### config.mk
export PLATFORM = sky130hd
export DESIGN_NAME = pipe_hazard_ctrl
export DESIGN_NICKNAME = d
export VERILOG_FILES = /design/src/rtl/pipe_hazard_ctrl.sv
export SDC_FILE = /design/constraint.sdc
export NUM_CORES = 1
export LEC_CHECK = 0
export CAP_MARGIN = 0
export CORE_AREA = 8 8 93 95
export CTS_BUF_LIST = sky130_fd_sc_hd__clkbuf_8
export CTS_CLUSTER_SIZE = 24
export DETAILED_ROUTE_END_ITERATION = 10
export DIE_AREA = 0 0 101 103
export PLACE_DENSITY = 0.88
export SETUP_SLACK_MARGIN = 0.02
export SLEW_MARGIN = 20
export SYNTH_ARGS = -nofsm -noshare
export SYNTH_HDL_FRONTEND = slang
export SYNTH_SLANG_ARGS = --single-unit
### constraint.sdc
create_clock -name clk -period 3 [get_ports clk]
set_input_delay 0.6 -clock clk [delete_from_list [all_inputs] [get_ports clk]]
set_output_delay 0.6 -clock clk [all_outputs]
set_load 0.01 [all_outputs]
### src/rtl/pipe_hazard_ctrl.sv
// Hazard detection for a 5-stage in-order pipeline: RAW stalls, taken-branch flushes,
// operand forwarding selects and stall/flush performance counters.
module pipe_hazard_ctrl #(
  parameter bit FWD_EN = 1'b0,
  parameter int CNT_W  = 32
) (
  input  logic             clk,
  input  logic             rst,
  input  logic             id_valid,
  input  logic [4:0]       id_rs1,
  input  logic [4:0]       id_rs2,
  input  logic             id_re1,
  input  logic             id_re2,
  input  logic [4:0]       ex_rd,
  input  logic [4:0]       mem_rd,
  input  logic [4:0]       wb_rd,
  input  logic             ex_we,
  input  logic             mem_we,
  input  logic             wb_we,
  input  logic             ex_is_load,
  input  logic             ex_br_taken,
  output logic             data_hazard,
  output logic             control_hazard,
  output logic             ifid_flush,
  output logic             idex_flush,
  output logic [1:0]       fwd_a,
  output logic [1:0]       fwd_b,
  output logic [1:0]       state,
  output logic [CNT_W-1:0] stall_cnt,
  output logic [CNT_W-1:0] flush_cnt
);

  typedef enum logic [1:0] {
    RUN   = 2'b00,
    STALL = 2'b01,
    FLUSH = 2'b10
  } state_t;

  state_t cur_state, next_state;
  logic   ex_m1, mem_m1, wb_m1;
  logic   ex_m2, mem_m2, wb_m2;
  logic   raw;

  function automatic logic src_match(input logic re, input logic [4:0] rs,
                                     input logic we, input logic [4:0] rd);
    return re && (rs != 5'd0) && we && (rd == rs);
  endfunction

  // A load still in EX has no data to forward yet, so only a non-load EX producer is bypassed.
  function automatic logic [1:0] fwd_sel(input logic ex_m, input logic mem_m, input logic ex_load);
    if (!FWD_EN)
      return 2'b00;
    else if (ex_m && !ex_load)
      return 2'b01;
    else if (mem_m)
      return 2'b10;
    else
      return 2'b00;
  endfunction

  always_comb begin
    ex_m1  = src_match(id_re1, id_rs1, ex_we,  ex_rd);
    mem_m1 = src_match(id_re1, id_rs1, mem_we, mem_rd);
    wb_m1  = src_match(id_re1, id_rs1, wb_we,  wb_rd);
    ex_m2  = src_match(id_re2, id_rs2, ex_we,  ex_rd);
    mem_m2 = src_match(id_re2, id_rs2, mem_we, mem_rd);
    wb_m2  = src_match(id_re2, id_rs2, wb_we,  wb_rd);

    if (FWD_EN)
      raw = id_valid && ex_is_load && (ex_m1 || ex_m2);
    else
      raw = id_valid && (ex_m1 || mem_m1 || wb_m1 || ex_m2 || mem_m2 || wb_m2);

    // ID holds a flushed bubble while in FLUSH, and a redirect always beats a stall.
    control_hazard = ex_br_taken;
    data_hazard    = raw && !ex_br_taken && (cur_state != FLUSH);
    ifid_flush     = control_hazard;
    idex_flush     = control_hazard || data_hazard;
    fwd_a          = fwd_sel(ex_m1, mem_m1, ex_is_load);
    fwd_b          = fwd_sel(ex_m2, mem_m2, ex_is_load);
    state          = cur_state;

    // Every state follows the same priority: redirect, then stall, then run.
    next_state = RUN;
    if (ex_br_taken)
      next_state = FLUSH;
    else if (data_hazard)
      next_state = STALL;
  end

  always_ff @(posedge clk or negedge rst) begin
    if (!rst) begin
      cur_state <= RUN;
      stall_cnt <= '0;
      flush_cnt <= '0;
    end else begin
      cur_state <= next_state;
      stall_cnt <= stall_cnt + CNT_W'(data_hazard);
      flush_cnt <= flush_cnt + CNT_W'(control_hazard);
    end
  end

endmodule

=== After elaboration in Yosys (flattened, before gate mapping) ===
Cells that the tools add are included.

* Register bits: 66
* Bits of input ports: 35
* Output and inout port bits: 74
* Logic and storage cells: 40

* $add $sub $neg: 2
* Equality and inequality tests: 7
* Multiplexer cells: 2
* Reduce and logical (&&, ||, !) cells: 26

{| class="wikitable"
|+ Operators with widths
! operator !! count
|-
| $add A32 B1 Y32 || 2
|-
| $eq A5 B5 Y1 || 6
|-
| $logic_and A1 B1 Y1 || 17
|-
| $reduce_bool A5 Y1 || 2
|-
| $logic_or A1 B1 Y1 || 6
|-
| $mux W2 || 1
|-
| $ne A2 B2 Y1 const B || 1
|-
| $logic_not A1 Y1 || 1
|-
| $mux W1 || 1
|}

=== Depth between registers and ports, before layout ===
Gate-level depths: netlist of run 1.

* Depth in word-level cells: 14
* Mapped depth: 12
* Gate-level depth less buffers: 12

=== Worst setup path before layout of run 1 ===
OpenSTA, ideal clock, no wires.

* Path kind: input port to flip-flop
* Start: input port mem_rd[3]
* End: register stall_cnt[18]
* Library setup time: 0.125 ns
* Arrival time: 2.799 ns
* Required time: 2.875 ns
* Setup slack: 0.076 ns
* Stages on the path: 12
* Buffers on the path: 0
* Cell sequence: xor2_1 > nor4_1 > and3_1 > o31ai_1 > a21oi_1 > ha_1 > ha_1 > and2_1 > nand2_1 > nor4_1 > nand3_1 > xnor2_1

* Longest elaborated chain between the ends: 11
* Elaborated cells on any way between the ends: 13
* Those cells by class: add/sub (1); eq/ne (2); reduce/logical (10)

{| class="wikitable"
|+ Ends and longest elaborated chain
! item !! RTL line !! text
|-
| from (decl) || 15 || <nowiki>input logic [4:0] mem_rd,</nowiki>
|-
| $eq A5 B5 Y1 || 46 || <nowiki>return re && (rs != 5'd0) && we && (rd == rs);</nowiki>
|-
| $logic_and A1 B1 Y1 || 46 ||
|-
| $logic_or A1 B1 Y1 (3 in series) || 72 || <nowiki>raw = id_valid && (ex_m1 || mem_m1 || wb_m1 || ex_m2 || mem_m2 || wb_m2);</nowiki>
|-
| $logic_or A1 B1 Y1 * (2 in series) || 72 ||
|-
| $logic_and A1 B1 Y1 * || 72 ||
|-
| $logic_and A1 B1 Y1 * (2 in series) || 76 || <nowiki>data_hazard = raw && !ex_br_taken && (cur_state != FLUSH);</nowiki>
|-
| named net data_hazard || 22 || <nowiki>output logic data_hazard,</nowiki>
|-
| $add A32 B1 Y32 * || 98 || <nowiki>stall_cnt <= stall_cnt + CNT_W'(data_hazard);</nowiki>
|-
| to (signal assigned) || 98 ||
|-
| to (decl) || 29 || <nowiki>output logic [CNT_W-1:0] stall_cnt,</nowiki>
|}

The timed path passes the listed nets; every way through them passes the cells marked *.

=== Worst setup path in the final report of run 1 ===
* Start: input port id_rs1[0]
* End: output port idex_flush

* Longest elaborated chain between the ends: 13
* Elaborated cells on any way between the ends: 20
* Those cells by class: eq/ne (3); reduce/logical (17)

{| class="wikitable"
|+ Ends and longest elaborated chain
! item !! RTL line !! text
|-
| from (decl) || 10 || <nowiki>input logic [4:0] id_rs1,</nowiki>
|-
| $reduce_bool A5 Y1 || 46 ||
|-
| $logic_and A1 B1 Y1 (3 in series) || 46 ||
|-
| $logic_or A1 B1 Y1 || 72 ||
|-
| $logic_or A1 B1 Y1 * (4 in series) || 72 ||
|-
| $logic_and A1 B1 Y1 * || 72 ||
|-
| $logic_and A1 B1 Y1 * (2 in series) || 76 ||
|-
| $logic_or A1 B1 Y1 * || 78 || <nowiki>idex_flush = control_hazard || data_hazard;</nowiki>
|-
| to (decl) || 25 || <nowiki>output logic idex_flush,</nowiki>
|}

Every way passes the cells marked *; elsewhere a longest branch is shown, timed or not.

==> flow_summary.ini, run 1 <==
[run_status]
outcome = complete, no violations

[timing]
slew_viol_final = 0
max_freq_mhz = 338
holdWs_ns = 0.458
max_slew_margin_pct = 46.7
fin_crit_sh_pct = 98.8
min_period_ns = 2.96
setup_violations = 0
rsz0062_at_grt = true
finalHoldViolCount = 0
worstMarginPinSlew_ns = 0.799
skew_ns = 0.00693

[floorplanning]
io_pins = 109
die_h_microns = 103
rows = 31
die_area_sq_mm = 0.0104
start_util_pct = 46.0
die_w_microns = 101
core_area_sq_mm = 0.00714

[setup_path]
cp_cell_sequence = dlygate4sd2_1 -> xor2_2 -> nor4_2 -> and3_1 -> o31ai_4 -> buf_4 -> nand3b_1 -> clkdlybuf4s15_1
critPathArrivalTime_ns = 2.36
path_buf_inv = 3
cp_max_fo = 4
critPathKind = input pin to output pin
required_ns = 2.40
cp-start-kind = input pin
max_stage_delay_ns = 0.33
critPathSlowestCell = dlygate4sd2_1
setup.worst_path.end_class = output pin
crit_family = buffers and inverters

[layout]
layout-drive-gt1-share_pct = 14.6
final_util_pct = 67.9
fillers = 568
diodes = 0
finalNetCount = 477
syn_to_final_growth_pct = 47.5

[place]
place_congestion = 0.900
hpwlAfterDp_microns = 6370
io_buffers = 103

[run]
timing.max_cap.violations = 0

[route]
finalWirelength_microns = 8280
num_vias = 2758
drt_first_pass_iters = 4
drc = 0
ant_nets = 0
wl_per_cell_microns = 15.4
drt_iter0_markers = 66
via_per_inst = 5.13

[clock_tree]
cts_tree = yes
cts_root_buffer = clkbuf_8
clock_latency_ns = 0.32
cts_buffer_depth = 2
h-tree-depth = 3
cts.sinks = 66
ctsHoldBuffers = 0
clkTransAtPathRegs_ns = 0.06
numCtsBuffers = 9

[logic_synthesis]
ys_seq_area_share_pct = 50.3
synthDistinctLibCells = 31
yosys_warnings = 0
synth_cells = 304
synth-seq-cells = 66
syn_area_per_cell_sq_um = 10.8
syn_area_sq_mm = 0.00329

[power_and_ir_drop]
p_clk_share_pct = 30.5
power_switching_share_pct = 26.3
power_density_mw_per_mm2 = 401
seqPwrFrac_pct = 52.0
ir_worst_vdd_v = 0.000205
leakagePower_nw = 2.23
intPower_mw = 1.43
pwr-share-comb_pct = 17.5
finalPower_mw = 1.94
p_sw_uw = 511

[global_route]
grt_max_degree = 67
antenna_found_initial = 0
grt_pass1_wl_microns = 13100
overflow = 0
grtUsageTotal_pct = 15.9
grt_pass1_vias = 2884

[hold_path]
hold_class = input pin to async pin
-- cell families after synthesis --
group	Yosys count	share of synthesized area, %
other	1	0.114
and+or+nand+nor	123	20.7
buffers and inverters	15	2.47
adders and majority gates	4	1.52
DFF	66	50.3
AOI/OAI and AO/OA	5	0.914
xor gates and xnor gates	90	24.0
-- registers in the layout, summed over array words and instances, names as in the netlist --
| name | flops |
|---|---|
| flush_cnt | 32 |
| stall_cnt | 32 |
| state | 2 |
-- layout make-up --
class	count	area [sq um]	area share [%]
Clock buffer	10	138	2.84
Sequential cell	66	1650	34.1
Clock inverter	2	8.76	0.181
Timing Repair Buffer	129	1220	25.1
Inverter	6	22.5	0.465
Tap cell	99	124	2.56
Multi-Input combinational cell	226	1690	34.8
-- cells in the final DEF, fill, tap and decap left out, drive strengths merged --
cell type      synthesis  final
a21oi                  2      2
and2                   3      3
and3                  16     16
and4                   6      6
buf                    7     27
clkbuf                 2     11
clkdlybuf4s15          0      1
clkdlybuf4s50          0     79
clkinv                 0      1
conb                   1      4
dfrtp                 66     66
dlygate4sd2            0     16
dlymetal6s2s           0      5
ha                     4      4
inv                    6      7
nand2                 24     24
nand2b                 1      1
nand3                 21     21
nand3b                 1      1
nand4                 11     11
nor2                  17     17
nor3                   9      9
nor3b                  2      2
nor4                   8      8
o21ai                  1      1
o31ai                  2      2
or2                    1      1
or3                    1      1
or4                    2      2
xnor2                 45     45
xor2                  45     45
-- routing by layer --
metal  share of wire, %  vias to the layer above  track usage (%)
met5                  0                        -                0
met2                 50                      102             27.6
li1                   -                     1288                -
met4                2.1                        0             7.45
met1                 40                     1356             17.3
met3                8.3                       12             5.13
-- final timing paths --
path                                         start                      end  slack (ns)  depth (start not counted)
setup / recovery                         id_rs1[0]               idex_flush        0.04                          8
hold / removal                                 rst  stall_cnt[26]$_DFF_PN0_        0.46                          2
setup reg to reg                state[1]$_DFF_PN0_  stall_cnt[25]$_DFF_PN0_        0.40                         12
hold reg to reg            flush_cnt[31]$_DFF_PN0_  flush_cnt[31]$_DFF_PN0_        0.47                          1
max in group asynchronous                      rst  flush_cnt[16]$_DFF_PN0_        2.02                          2
min in group clk           flush_cnt[31]$_DFF_PN0_  flush_cnt[31]$_DFF_PN0_        0.47                          1
-- power groups by stage --
stage               logic (mW)  registers [mW]  clock network (mW)
floorplan                0.111            1.03                   0
CTS                      0.344            1.00               0.609
finish                   0.341            1.01               0.592
global placement         0.337            1.02                   0
global route             0.377            1.02               0.639
detailed placement       0.344            1.02                   0
-- synthesized netlist by cell type --
master,count,area [sq um]
or3_4,1,11.3
nand3b_1,1,7.51
nand3_2,1,10.0
and3_1,16,100
clkbuf_1,1,3.75
dfrtp_1,66,1650
o21ai_0,1,5.00
a21oi_1,2,10.0
nor3b_1,2,15.0
nand3_1,20,100
conb_1,1,3.75
nand2_1,24,90.1
or2_2,1,6.26
nor3_1,8,40.0
inv_1,6,22.5
xnor2_1,45,394
and4_1,6,52.6
clkbuf_2,1,5.00
buf_2,1,5.00
nor2_1,17,63.8
nand4_1,11,68.8
nand2b_1,1,6.26
nor3_2,1,10.0
or4_1,2,15.0
and2_1,3,18.8
buf_4,6,45.0
xor2_1,45,394
nor4_1,7,43.8
o31ai_1,2,15.0
nor4_4,1,21.3
ha_1,4,50.1
-- what timing repair did --
| action | CTS | global route |
|---|---|---|
| buffers inserted | 3 | 1 |
| pin swaps | 11 | 16 |
| setup endpoints to repair | 17 | 21 |
| gates resized for setup | 37 | 18 |
| cloned | 0 | 0 |
| endpoints found under the hold margin | 0 | 0 |
-- metrics by stage --
step	worst slack [ns]	cell area [sq um]	TNS [ns]	cells
2_1_floorplan	0.0761	3300	0	307
3_3_place_gp	-0.412	4550	-7.64	522
3_5_place_dp	-0.500	4550	-9.83	522
4_1_cts	0.0114	4780	0	537
5_1_grt	-0.0580	4850	-0.172	538
6_report	0.0371	4850	0	538
Power figures use the tool's default switching activity.
==> run 2: changes to the inputs <==
Settings changed: CORE_AREA 8 8 93 95 to 8 8 99 83, DIE_AREA 0 0 101 103 to 0 0 107 91, PLACE_DENSITY 0.88 to 0.95.
Clock period 3 ns to 3.7 ns, I/O delays scaled along.
==> flow_summary.ini, run 2 (same netlist as run 1, synthesis figures left out) <==
[setup_path]
cpMostUsedCell = clkdlybuf4s50_1
required_ns = 2.96
critPathArrivalTime_ns = 2.82
cp_cell_sequence = clkdlybuf4s50_1 -> xor2_1 -> nor4_2 -> and3_1 -> o31ai_2 -> nand3b_1 -> clkdlybuf4s50_1
max_stage_delay_ns = 0.56
critPathKind = input pin to output pin
rr_startpoint = state[1]$_DFF_PN0_
critPathSlowestCell = clkdlybuf4s50_1
crit_family = buffers and inverters
cp_max_fo = 4
cp-start-kind = input pin
setup.worst_path.end_class = output pin
path_buf_inv = 2
crit_path_start = id_rs1[3]

[clock_tree]
h-tree-depth = 3
clock_latency_ns = 0.33
clkTransAtPathRegs_ns = 0.07
cts.sinks = 66
ctsHoldBuffers = 0
cts_tree = yes
cts_root_buffer = clkbuf_8
cts_buffer_depth = 2
numCtsBuffers = 9

[floorplanning]
rows = 27
die_w_microns = 107
die_h_microns = 91
io_pins = 109
die_area_sq_mm = 0.00974
start_util_pct = 49.4
core_area_sq_mm = 0.00666

[global_route]
grtUsageTotal_pct = 17.5
grt_pass1_wl_microns = 14100
antenna_found_initial = 0
grt_pass1_vias = 2942
grt_max_degree = 36
overflow = 0

[route]
dr_wl_met3_microns = 661
ant_nets = 0
drc = 0
routed-wl-met2_microns = 3910
wl_met1_microns = 3500
top_layer_used = met4
finalWirelength_microns = 8270
wl_per_cell_microns = 16.1
drt_iter0_markers = 110
via_per_inst = 5.21
drt_first_pass_iters = 5
num_vias = 2671

[timing]
min_period_ns = 3.56
fin_crit_sh_pct = 96.2
max_slew_margin_pct = 53.0
setup_violations = 0
slew_viol_final = 0
worstMarginPinSlew_ns = 0.705
fin_ws_ns = 0.142
max_freq_mhz = 281
skew_ns = 0.00818
setup_tns_ns = 0
holdWs_ns = 0.462
rsz0062_at_grt = false
finalHoldViolCount = 0

[power_and_ir_drop]
intPower_mw = 1.22
p_clk_share_pct = 34.4
power_density_mw_per_mm2 = 357
ir_worst_vdd_v = 0.000155
p_sw_uw = 438
pwr-share-comb_pct = 16.7
power_switching_share_pct = 26.4
seqPwrFrac_pct = 49.0
leakagePower_nw = 2.09

[layout]
stdcell_count = 513
finalNetCount = 460
fillers = 498
syn_to_final_growth_pct = 41.4
fin_area_sq_mm = 0.00465
multiInputGateArea_sq_mm = 0.00159
regArea_sq_mm = 0.00165
layout_common_cells = clkdlybuf4s50_1 (101), dfrtp_1 (66), xnor2_1 (45), xor2_1 (45), nand2_1 (24)
diodes = 0
layout-drive-gt1-share_pct = 7.98
final_common_cell = clkdlybuf4s50_1

[place]
dp_cells = 496
placedInstanceArea_sq_mm = 0.00443
io_buffers = 103
dp_worst_setup_slack_ns = -0.0868
place_congestion = 0.876
hpwlAfterDp_microns = 6510

[run_status]
outcome = complete, no violations

[run]
timing.max_cap.violations = 0

[hold_path]
hold_class = input pin to async pin
[run 2: cell type report]
| class | count | share of cell area (%) |
|---|---|---|
| clock buffer | 9 | 2.67 |
| clock inverter | 7 | 1.32 |
| inverter | 6 | 0.485 |
| multi-input combinational | 226 | 34.1 |
| sequential | 66 | 35.5 |
| tap | 87 | 2.34 |
| timing repair buffer | 112 | 23.5 |
[run 2: timing repair]
item,4_1_cts,5_1_grt
pin swaps,1,0
resized for setup,3,2
buffers inserted,1,0
setup endpoints to repair,1,1
[run 2: metal layers]
layer,track usage (%),vias up
li1,-,1255
met1,21.0,1291
met2,27.9,107
met3,5.58,18
met4,8.65,0
met5,0,-
[run 2: worst paths after layout]
path | endpoint | slack (ns) | cells past startpoint
worst min-delay path | flush_cnt[24]$_DFF_PN0_ | 0.46 | 1
worst max-delay path | idex_flush | 0.14 | 7
min in group clk | flush_cnt[31]$_DFF_PN0_ | 0.48 | 1
worst max register to register | stall_cnt[18]$_DFF_PN0_ | 1.02 | 13
worst min register to register | flush_cnt[31]$_DFF_PN0_ | 0.48 | 1
max in group asynchronous | stall_cnt[30]$_DFF_PN0_ | 2.33 | 2
[run 2: power by group through the flow]
stage / clock (mW) / sequential, mW / combinational [mW]
2_1_floorplan: 0 / 0.832 / 0.0899
3_3_place_gp: 0 / 0.823 / 0.264
3_5_place_dp: 0 / 0.826 / 0.276
4_1_cts: 0.584 / 0.813 / 0.280
5_1_grt: 0.619 / 0.819 / 0.301
6_report: 0.570 / 0.812 / 0.276
[run 2: per-stage QoR]
step	util (%)	power [mW]
global placement	66.6	1.09
CTS	69.7	1.68
global route	69.8	1.74
finish	69.8	1.66
floorplan	-	0.922
detailed placement	66.6	1.10
==> run 3: changes to the inputs <==
Settings changed: ABC_AREA set to 1, CAP_MARGIN 0 to 20, CORE_AREA 8 8 99 83 to 8 8 105 88, DIE_AREA 0 0 107 91 to 0 0 113 96.
==> flow_summary.ini, run 3 <==
[run_status]
outcome = complete, no violations

[timing]
setup_tns_ns = 0
fin_ws_ns = 0.169
setup_violations = 0
max_freq_mhz = 283
rsz0062_at_grt = false
fin_crit_sh_pct = 95.4
worstMarginPinSlew_ns = 0.550
finalHoldViolCount = 0
slew_viol_final = 0
skew_ns = 0.0121
max_slew_margin_pct = 63.3
min_period_ns = 3.53

[place]
dp_worst_setup_slack_ns = -0.0323
hpwlAfterDp_microns = 8840
io_buffers = 103
place_congestion = 0.916
dp_cells = 713
placedInstanceArea_sq_mm = 0.00508

[logic_synthesis]
ys_seq_area_share_pct = 41.8
synth-seq-cells = 66
yosys_warnings = 0
netlist_top_cells_area = dfrtp_1 (42%), nand2_1 (14%), xor2_1 (8.9%), inv_1 (6.9%), nor2_1 (5.8%)
yosysMostFrequentCell = nand2_1
ys_dominant_reg_cell = dfrtp_1
synth_async_sr_flop_share_pct = 100
synth_edf_count = 0
synth_top_area_share_pct = 41.8
syn_area_sq_mm = 0.00395
synth_top_area_cell = dfrtp_1
synthTopCellsByCount = nand2_1 (148), inv_1 (73), dfrtp_1 (66), nor2_1 (61), xor2_1 (40)
synth_cells = 517
synthDistinctLibCells = 23
syn_area_per_cell_sq_um = 7.64

[global_route]
grt_pass1_wl_microns = 18200
grt_pass1_vias = 3819
grtUsageTotal_pct = 20.9
antenna_found_initial = 0
overflow = 0
grt_max_degree = 46

[floorplanning]
io_pins = 109
start_util_pct = 51.9
core_area_sq_mm = 0.00762
rows = 29
die_h_microns = 96
die_area_sq_mm = 0.0108
die_w_microns = 113

[layout]
final_common_cell = nand2_1
fin_area_sq_mm = 0.00528
diodes = 0
stdcell_count = 728
syn_to_final_growth_pct = 33.5
finalNetCount = 670
layout-drive-gt1-share_pct = 6.46
layout_common_cells = nand2_1 (148), clkdlybuf4s50_1 (102), inv_1 (73)

[hold_path]
hold_class = input pin to async pin

[clock_tree]
ctsHoldBuffers = 0
cts_resized = 0
numCtsBuffers = 9
clock_latency_ns = 0.33
h-tree-depth = 3
clkTransAtPathRegs_ns = 0.07
cts_buffer_depth = 2
post_cts_buffers = 0
cts_tree = yes
cts.sinks = 66
cts_root_buffer = clkbuf_8

[route]
wl_per_cell_microns = 15.0
via_per_inst = 5.31
ant_nets = 0
num_vias = 3863
finalWirelength_microns = 10900
drc = 0
drt_first_pass_iters = 5
drt_iter0_markers = 216

[setup_path]
cp-start-kind = input pin
cp_max_fo = 4
critPathArrivalTime_ns = 2.79
required_ns = 2.96
setup.worst_path.end_class = output pin
critPathKind = input pin to output pin

[power_and_ir_drop]
ir_worst_vdd_v = 0.000321
leakagePower_nw = 2.64
power_density_mw_per_mm2 = 329

[run]
timing.max_cap.violations = 0
run 3: cell count changes after synthesis, sizes merged, moves of 13 or more:
cell	before	now
nand2	24	152
inv	6	73
nor2	17	70
xnor2	45	16
and3	16	0
nor3	9	22
run 3: worst paths after layout:
kind,startpoint,to,slack [ns],cells past startpoint
setup / recovery,id_rs1[2],data_hazard,0.17,12
hold / removal,rst,stall_cnt[11]$_DFF_PN0_,0.35,1
setup reg to reg,state[0]$_DFF_PN0_,stall_cnt[24]$_DFF_PN0_,1.45,12
hold reg to reg,stall_cnt[31]$_DFF_PN0_,stall_cnt[31]$_DFF_PN0_,0.47,1
max in group asynchronous,rst,stall_cnt[9]$_DFF_PN0_,2.43,2
min in group clk,stall_cnt[31]$_DFF_PN0_,stall_cnt[31]$_DFF_PN0_,0.47,1
run 3: where the power goes:
part	switching (mW)	internal (mW)	leakage, nW
Clock	0.261	0.323	0.0941
Combinational	0.161	0.163	1.69
Sequential	0.0555	0.771	0.854
Total	0.477	1.26	2.64
run 3: logic make-up (layout without fill, tap and decap cells):
| kind of cell | Yosys count | after routing | share of synthesized area [%] |
|---|---|---|---|
| adder cells (fa/ha/maj) | 4 | 4 | 1.27 |
| flip-flops | 66 | 66 | 41.8 |
| buffers and inverters | 79 | 194 | 8.07 |
| AO/OA/AOI/OAI | 10 | 10 | 1.27 |
| AND/OR/NAND/NOR | 301 | 301 | 35.1 |
| XOR/XNOR | 56 | 56 | 12.4 |
| other | 1 | 4 | 0.0949 |
run 3: per-layer routing:
layer | wire length (microns) | vias to the layer above | track usage, %
li1 | - | 1836 | -
met1 | 4520 | 1811 | 25.0
met2 | 5260 | 192 | 36.4
met3 | 951 | 24 | 5.58
met4 | 207 | 0 | 6.64
met5 | 0 | - | 0
run 3: worst max-delay path, cell delays in order:
cell	delay (ns)
clkdlybuf4s50_1	0.53
inv_1	0.10
nand2_1	0.07
nand2_1	0.05
nor2_1	0.16
nand3_1	0.12
nand3_1	0.10
nand2_1	0.05
nand2_1	0.09
nand2_1	0.09
inv_1	0.12
clkdlybuf4s50_1	0.55
run 3: final cells by class:
| cell class | instances | area, sq um |
|---|---|---|
| timing repair buffer | 106 | 1050 |
| clock inverter | 5 | 55.1 |
| inverter | 73 | 274 |
| sequential | 66 | 1650 |
| multi-input combinational | 375 | 1990 |
| tap | 93 | 116 |
| fill | 566 | 2340 |
| clock buffer | 10 | 138 |
run 3: stage by stage:
| step | hold slack, ns | total power, mW | utilization (%) |
|---|---|---|---|
| after floorplan | 0.444 | 0.965 | - |
| after global placement | 0.461 | 1.15 | 66.7 |
| after detailed placement | 0.461 | 1.17 | 66.7 |
| after CTS | 0.347 | 1.75 | 69.2 |
| after global routing | 0.378 | 1.82 | 69.2 |
| final | 0.353 | 1.73 | 69.2 |
